--- src/rtl/alu_multicycle_if.sv ---
// Operand-issue and result-consume handshakes of the multicycle ALU bundled as one interface.
// Both sides use valid/ready: a transfer happens on a rising edge where valid && ready.
// Once raised, valid is held with stable payload until that transfer edge.
interface alu_multicycle_if #(
    parameter int WIDTH = 32
);
    logic             in_valid;
    logic             in_ready;
    logic [WIDTH-1:0] input_X;
    logic [WIDTH-1:0] input_Y;
    logic [2:0]       opcode;
    logic             out_valid;
    logic             out_ready;
    logic [WIDTH-1:0] output_Z;
    logic             flag_carry;
    logic             flag_ovf;
    logic             flag_zero;
    logic             div_by_zero;

    modport master (
        output in_valid, input_X, input_Y, opcode, out_ready,
        input  in_ready, out_valid, output_Z, flag_carry, flag_ovf, flag_zero, div_by_zero
    );

    modport slave (
        input  in_valid, input_X, input_Y, opcode, out_ready,
        output in_ready, out_valid, output_Z, flag_carry, flag_ovf, flag_zero, div_by_zero
    );
endinterface

--- src/rtl/alu_multicycle.sv ---
// Eight-op ALU with valid/ready on both sides; logic/ADD/SUB finish in one cycle,
// DIV/REM run an unsigned restoring divider producing one quotient bit per cycle.
module alu_multicycle #(
    parameter int WIDTH = 32
) (
    input  logic                 clock,
    input  logic                 reset,
    alu_multicycle_if.slave      bus,
    output logic [1:0]           dbg_state
);

    typedef enum logic [1:0] {
        S_IDLE = 2'd0,
        S_DIV  = 2'd1,
        S_DONE = 2'd2
    } state_t;

    localparam logic [2:0] OP_ADD  = 3'b000;
    localparam logic [2:0] OP_SUB  = 3'b001;
    localparam logic [2:0] OP_AND  = 3'b010;
    localparam logic [2:0] OP_OR   = 3'b011;
    localparam logic [2:0] OP_XOR  = 3'b100;
    localparam logic [2:0] OP_XNOR = 3'b101;
    localparam logic [2:0] OP_REM  = 3'b110;
    localparam logic [2:0] OP_DIV  = 3'b111;

    localparam int          MSB      = WIDTH - 1;
    localparam logic [WIDTH-1:0] CNT_LAST = WIDTH'(WIDTH - 1);

    state_t           state_q, state_d;
    logic             armed_q;
    logic             div_sel_q;
    logic [WIDTH-1:0] y_q;
    logic [WIDTH-1:0] rem_q;
    logic [WIDTH-1:0] quot_q;
    logic [WIDTH-1:0] cnt_q;
    logic [WIDTH-1:0] z_q;
    logic             carry_q, ovf_q, zero_q, dbz_q;

    logic             accept;
    logic             is_divide;
    logic             y_is_zero;
    logic             div_last;

    logic [WIDTH:0]   sum_w;
    logic [WIDTH-1:0] diff_w;
    logic [WIDTH-1:0] res_z;
    logic             res_carry, res_ovf, res_dbz;

    logic [WIDTH:0]   shifted;
    logic [WIDTH:0]   trial;
    logic [WIDTH-1:0] step_rem;
    logic [WIDTH-1:0] step_quot;
    logic [WIDTH-1:0] div_result;

    // armed_q keeps in_ready low until the first edge after reset release.
    assign bus.in_ready    = armed_q && (state_q == S_IDLE);
    assign accept          = bus.in_valid && bus.in_ready;
    assign is_divide       = (bus.opcode == OP_REM) || (bus.opcode == OP_DIV);
    assign y_is_zero       = (bus.input_Y == '0);
    assign div_last        = (cnt_q == CNT_LAST);

    assign bus.out_valid   = (state_q == S_DONE);
    assign bus.output_Z    = z_q;
    assign bus.flag_carry  = carry_q;
    assign bus.flag_ovf    = ovf_q;
    assign bus.flag_zero   = zero_q;
    assign bus.div_by_zero = dbz_q;
    assign dbg_state       = state_q;

    // Next-state logic
    always_comb begin
        state_d = state_q;
        case (state_q)
            S_IDLE: begin
                if (accept) begin
                    if (is_divide && !y_is_zero) state_d = S_DIV;
                    else                         state_d = S_DONE;
                end
            end
            S_DIV: begin
                if (div_last) state_d = S_DONE;
            end
            S_DONE: begin
                if (bus.out_ready) state_d = S_IDLE;
            end
            default: state_d = S_IDLE;
        endcase
    end

    always_ff @(posedge clock or negedge reset) begin
        if (!reset) begin
            state_q <= S_IDLE;
            armed_q <= 1'b0;
        end else begin
            state_q <= state_d;
            armed_q <= 1'b1;
        end
    end

    // Single-cycle results, computed straight from the operands presented at accept.
    always_comb begin
        sum_w     = {1'b0, bus.input_X} + {1'b0, bus.input_Y};
        diff_w    = bus.input_X - bus.input_Y;
        res_z     = '0;
        res_carry = 1'b0;
        res_ovf   = 1'b0;
        res_dbz   = 1'b0;
        case (bus.opcode)
            OP_ADD: begin
                res_z     = sum_w[WIDTH-1:0];
                res_carry = sum_w[WIDTH];
                res_ovf   = (bus.input_X[MSB] == bus.input_Y[MSB]) &&
                            (sum_w[MSB] != bus.input_X[MSB]);
            end
            OP_SUB: begin
                res_z     = diff_w;
                res_carry = (bus.input_X < bus.input_Y);
                res_ovf   = (bus.input_X[MSB] != bus.input_Y[MSB]) &&
                            (diff_w[MSB] != bus.input_X[MSB]);
            end
            OP_AND:  res_z = bus.input_X & bus.input_Y;
            OP_OR:   res_z = bus.input_X | bus.input_Y;
            OP_XOR:  res_z = bus.input_X ^ bus.input_Y;
            OP_XNOR: res_z = ~(bus.input_X ^ bus.input_Y);
            // Only reached with Y==0 as a result; nonzero divisors go through the divider.
            OP_REM: begin
                res_z   = bus.input_X;
                res_dbz = y_is_zero;
            end
            OP_DIV: begin
                res_z   = '1;
                res_dbz = y_is_zero;
            end
            default: res_z = '0;
        endcase
    end

    // One restoring step: shift the next dividend bit into the partial remainder, trial-subtract.
    always_comb begin
        shifted = {rem_q, quot_q[MSB]};
        trial   = shifted - {1'b0, y_q};
        if (!trial[WIDTH]) begin
            step_rem  = trial[WIDTH-1:0];
            step_quot = {quot_q[WIDTH-2:0], 1'b1};
        end else begin
            step_rem  = shifted[WIDTH-1:0];
            step_quot = {quot_q[WIDTH-2:0], 1'b0};
        end
        div_result = div_sel_q ? step_quot : step_rem;
    end

    always_ff @(posedge clock or negedge reset) begin
        if (!reset) begin
            div_sel_q <= 1'b0;
            y_q       <= '0;
            rem_q     <= '0;
            quot_q    <= '0;
            cnt_q     <= '0;
            z_q       <= '0;
            carry_q   <= 1'b0;
            ovf_q     <= 1'b0;
            zero_q    <= 1'b0;
            dbz_q     <= 1'b0;
        end else begin
            case (state_q)
                S_IDLE: begin
                    if (accept) begin
                        div_sel_q <= bus.opcode[0];
                        y_q       <= bus.input_Y;
                        dbz_q     <= res_dbz;
                        if (is_divide && !y_is_zero) begin
                            rem_q  <= '0;
                            quot_q <= bus.input_X;
                            cnt_q  <= '0;
                        end else begin
                            z_q     <= res_z;
                            carry_q <= res_carry;
                            ovf_q   <= res_ovf;
                            zero_q  <= (res_z == '0);
                        end
                    end
                end
                S_DIV: begin
                    rem_q  <= step_rem;
                    quot_q <= step_quot;
                    cnt_q  <= cnt_q + WIDTH'(1);
                    if (div_last) begin
                        z_q     <= div_result;
                        carry_q <= 1'b0;
                        ovf_q   <= 1'b0;
                        zero_q  <= (div_result == '0);
                    end
                end
                default: ;
            endcase
        end
    end

endmodule

--- src/flat_wrapper.sv ---
// flat-port wrapper written by rule: the top's interface ports become plain ports
module alu_multicycle_flat 
#(
    parameter int WIDTH = 32
)
  (clock, reset, dbg_state, bus_in_valid, bus_input_X, bus_input_Y, bus_opcode, bus_out_ready, bus_in_ready, bus_out_valid, bus_output_Z, bus_flag_carry, bus_flag_ovf, bus_flag_zero, bus_div_by_zero);
  alu_multicycle_if #(.WIDTH(WIDTH)) bus_i ();
  input  logic clock;
  input  logic reset;
  output logic [1:0] dbg_state;
  input wire logic [$bits(bus_i.in_valid)-1:0] bus_in_valid;
  input wire logic [$bits(bus_i.input_X)-1:0] bus_input_X;
  input wire logic [$bits(bus_i.input_Y)-1:0] bus_input_Y;
  input wire logic [$bits(bus_i.opcode)-1:0] bus_opcode;
  input wire logic [$bits(bus_i.out_ready)-1:0] bus_out_ready;
  output wire logic [$bits(bus_i.in_ready)-1:0] bus_in_ready;
  output wire logic [$bits(bus_i.out_valid)-1:0] bus_out_valid;
  output wire logic [$bits(bus_i.output_Z)-1:0] bus_output_Z;
  output wire logic [$bits(bus_i.flag_carry)-1:0] bus_flag_carry;
  output wire logic [$bits(bus_i.flag_ovf)-1:0] bus_flag_ovf;
  output wire logic [$bits(bus_i.flag_zero)-1:0] bus_flag_zero;
  output wire logic [$bits(bus_i.div_by_zero)-1:0] bus_div_by_zero;
  assign bus_i.in_valid = bus_in_valid;
  assign bus_i.input_X = bus_input_X;
  assign bus_i.input_Y = bus_input_Y;
  assign bus_i.opcode = bus_opcode;
  assign bus_i.out_ready = bus_out_ready;
  assign bus_in_ready = bus_i.in_ready;
  assign bus_out_valid = bus_i.out_valid;
  assign bus_output_Z = bus_i.output_Z;
  assign bus_flag_carry = bus_i.flag_carry;
  assign bus_flag_ovf = bus_i.flag_ovf;
  assign bus_flag_zero = bus_i.flag_zero;
  assign bus_div_by_zero = bus_i.div_by_zero;
  alu_multicycle #(.WIDTH(WIDTH)) u_core (.clock(clock), .reset(reset), .bus(bus_i), .dbg_state(dbg_state));
endmodule
--- config.mk ---
export PLATFORM = sky130hd
export DESIGN_NAME = alu_multicycle_flat
export DESIGN_NICKNAME = d
export VERILOG_FILES = /design/src/rtl/alu_multicycle_if.sv /design/src/rtl/alu_multicycle.sv /design/src/flat_wrapper.sv
export SDC_FILE = /design/constraint.sdc
export NUM_CORES = 1
export LEC_CHECK = 0
export BUFFER_PORTS_ARGS = -buffer_cell sky130_fd_sc_hd__buf_2
export CORE_MARGIN = 2
export CORE_UTILIZATION = 50
export CTS_BUF_LIST = sky130_fd_sc_hd__clkbuf_8
export DETAILED_ROUTE_END_ITERATION = 16
export GPL_TIMING_DRIVEN = 0
export PLACE_DENSITY = 0.73
export SLEW_MARGIN = 10
export SYNTH_ARGS = -nofsm -noshare
export SYNTH_HDL_FRONTEND = slang
export SYNTH_SLANG_ARGS = --single-unit
--- constraint.sdc ---
create_clock -name clock -period 4.3 [get_ports clock]
set_input_delay 0 -clock clock [delete_from_list [all_inputs] [get_ports clock]]
set_output_delay 0 -clock clock [all_outputs]
set_load 0.02 [all_outputs]
==> results.md <==
- Number of diodes: 0
- Delay-heaviest family, CP: compound AO/OA/AOI/OAI gates
- IO Pins: 111
- Slew margin rel.: 0.393
- Most frequent cell on the critical path: inv_1
- Fmax: 233 MHz
- H-Tree Level Count: 4
- Final Setup Violations: 0
- Post-Place Cells: 2729
- EDFF count, synth: 0
- CP max FO: 10
- Fill count: 3094
- Synth Warn #: 0
- Footprint of the multi-input gates: 0.0112 mm²
- WP data required: 4.72 ns
- Layout cell share with drive strength beyond 1: 0.106
- Final worst path period share: 0.999
- CTS clk-pin slew, worst paths: 0.09 ns
- Outcome: finished, final reports clean
- DP HPWL: 55.2 mm
- Vias per std cell: 6.60
- Rows: 66
- Fraction of registers with async set/reset: 1.00
- Worst setup path startpoint: u_core.quot_q[31]$_DFFE_PN0P_
- RePlAce Congestion: 1.02
- Share of the synthesized area in the top cell type: 0.257
- Slew Viols, Final: 0
- Drt drc: 0
- Endpoint class of the critical path: flop
- Max_cap viols: 0
- Post-DRT Antenna Nets: 0
- Avg WL per Cell: 25.2 µm
- Synth unique cells: 94
- DR iter-0 viols: 2607
- Arrival time worst endpoint: 4.72 ns
- Yosys top cell by area: dfrtp_1
- CTS tree: built
- Post-synthesis average cell area: 7.51 µm²
- TritonCTS buffer count: 17
- Commonest cells in the netlist: 272 x nand2_1, 203 x nor2_1, 170 x a21oi_1, 168 x dfrtp_1, 159 x o21ai_0
- Worst r2r src: u_core.quot_q[31]$_DFFE_PN0P_
- Final nets: 2583
- Worst Max-Slew Pin Slew: 0.910 ns
- Overflow after GRT: 0
- Critical-path cell list: inv_1, ha_1, inv_1, fa_2, a211oi_4, o21ai_4, o2111ai_4, and2_4, o31a_1, buf_4, nand3_4, buf_8, and3_1, a211oi_2, nand4_1, nor4b_4, a41oi_1, o21ai_1
- Die width: 185 µm
- Number of synthesized register bits: 168
- Final Hold Vio Count: 0
- First-pass GRT wire length: 107 mm
- Starting Density: 0.505
- Vias: 18700
- Chip height: 185 µm
- Synthesized area: 0.0163 mm²
- Core outline area: 0.0324 mm²
- Fin util: 0.581
- Post-Route WL: 71.5 mm
- Worst path max stage delay: 0.44 ns
- Largest net degree at the start of global routing: 106
- Startpoint Class: flop
- Drt first pass iters: 7
- Initial antenna violation count: 0
- Area delta synth->final: 15.1%
- Most frequent cell after synthesis: nand2_1
- Sequential-to-total area share from yosys stat: 0.257
- RSZ-0062 raised after global routing: true
- Pleak: 8.30 nW
- Clock Skew: 0.0140 ns
- Final min period: 4.30 ns
- Clock Latency Late Sink: 0.50 ns
- Clk sinks: 168
- WS Path Type: reg2reg
- Hold Path Class: in2async
- Overall power: 11.8 mW
- Pwr/cell area: 625 mW/mm²
- Mapped Cells: 2176
- Synth top area cells: dfrtp_1 26%, ha_1 9.9%, nand2_1 6.2%
- Vias in the first global route: 17500
- WP buf/inv: 4
- Die area: 0.0342 mm²
- VDD IR-drop max: 333 µV
- Sequential cell area: 0.00420 mm²
- Port bufs: 110
- Hold_ws: 0.0302 ns
- GRT Util Overall: 0.416
- Clock Tree Root: clkbuf_8
- Syn_nets: 2379
- Clock Path Buffers: 2
- Critical-path top delay cell: dfrtp_1
- Main flop type after synthesis: dfrtp_1
- Finished Layout Cells: 2835
## cell families after synthesis
family / share of synthesized area
xor gates and xnor gates: 0.0370
and+or+nand+nor: 0.215
adders and majority gates: 0.102
AOI/OAI and AO/OA: 0.303
buffers and inverters: 0.0706
muxes: 0.0139
DFF: 0.257
other: 0.000229
## registers in the layout (all words and copies together), names as in the netlist
register and count:
u_core.rem_q 32, u_core.dbg_state 2, u_core.y_q 32, u_core.bus.flag_zero 1
u_core.cnt_q 32, u_core.bus.flag_ovf 1, u_core.bus.div_by_zero 1, u_core.quot_q 32
u_core.bus.output_Z 32, u_core.div_sel_q 1, u_core.armed_q 1, u_core.bus.flag_carry 1
## area by class of cell
type / count / share of cell area
clock inverters: 12 / 0.00532
inverters: 146 / 0.0291
repair buffers: 186 / 0.0698
plain buffers: 146 / 0.0329
multi-input cells: 1715 / 0.595
well taps: 442 / 0.0294
clock buffers: 20 / 0.0146
flip-flops and latches: 168 / 0.223
## worst register-to-register path: cells and delay by family (launching register included)
| family | cells | cell delay [ns] |
|---|---|---|
| AO/OA/AOI/OAI | 7 | 1.40 |
| adder cells (fa/ha/maj) | 2 | 0.59 |
| buffers and inverters | 4 | 0.55 |
| flip-flops | 1 | 0.44 |
| AND/OR/NAND/NOR | 5 | 1.28 |
## through the flow
step | worst slack [ns] | setup TNS (ns) | instance area, µm²
after floorplan | 0.740 | 0 | 16300
after global placement | -0.505 | -0.995 | 17400
after detailed placement | -0.630 | -1.50 | 17500
after CTS | 0.0267 | 0 | 18600
after global routing | -0.103 | -0.109 | 18800
final | 0.00381 | 0 | 18800
## placed cells by master, fill, tap and decap left out, drive strengths merged, types with 17 or more instances in the layout
cell	n
o21a	18
xnor2	33
o21bai	23
ha	129
clkbuf	132
nand2b	26
xor2	36
a31oi	57
nand3	32
dlygate4sd3	65
a221oi	23
nand2	272
nor2	203
o22ai	36
nand4	38
nor4	35
o31ai	20
buf	155
mux2i	20
inv	145
o311ai	17
o21ai	163
a21o	32
o211ai	20
nor3	38
dfrtp	168
a21oi	172
nor2b	18
a22o	29
a211oi	19
## metal layers
layer / vias to the layer above / part of all wire / routed length, µm / track usage
li1: 8298 / - / - / -
met1: 8925 / 0.39 / 28100 / 0.543
met2: 1203 / 0.44 / 31600 / 0.649
met3: 294 / 0.10 / 7280 / 0.0726
met4: 0 / 0.063 / 4500 / 0.241
met5: - / 0 / 0 / 0
## power breakdown
group | switching, mW | internal [mW] | leakage [nW] | total (mW)
clock | 0.606 | 0.499 | 0.196 | 1.11
sequential | 0.472 | 2.16 | 2.11 | 2.63
combinational | 5.17 | 2.84 | 5.99 | 8.02
total | 6.25 | 5.50 | 8.30 | 11.8
## worst paths after layout
check | end | slack (ns) | depth (start not counted)
setup / recovery | u_core.bus.flag_zero$_DFFE_PN0P_ | 0.004 | 18
hold / removal | u_core.y_q[9]$_DFFE_PN0P_ | 0.03 | 2
setup reg to reg | u_core.bus.flag_zero$_DFFE_PN0P_ | 0.004 | 18
hold reg to reg | u_core.bus.output_Z[4]$_DFFE_PN0P_ | 0.50 | 1
max in group asynchronous | u_core.cnt_q[5]$_DFFE_PN0P_ | 3.33 | 3
min in group clock | u_core.quot_q[0]$_DFFE_PN0P_ | 0.07 | 5
## timing repair
action | CTS | global route
setup buffers | 3 | 7
setup endpoints to repair | 7 | 11
gates resized for setup | 22 | 36
hold buffers | 65 | 0
pin swaps | 6 | 12
endpoints found under the hold margin | 232 | 0
No activity file was read; power rests on OpenSTA's default activity.
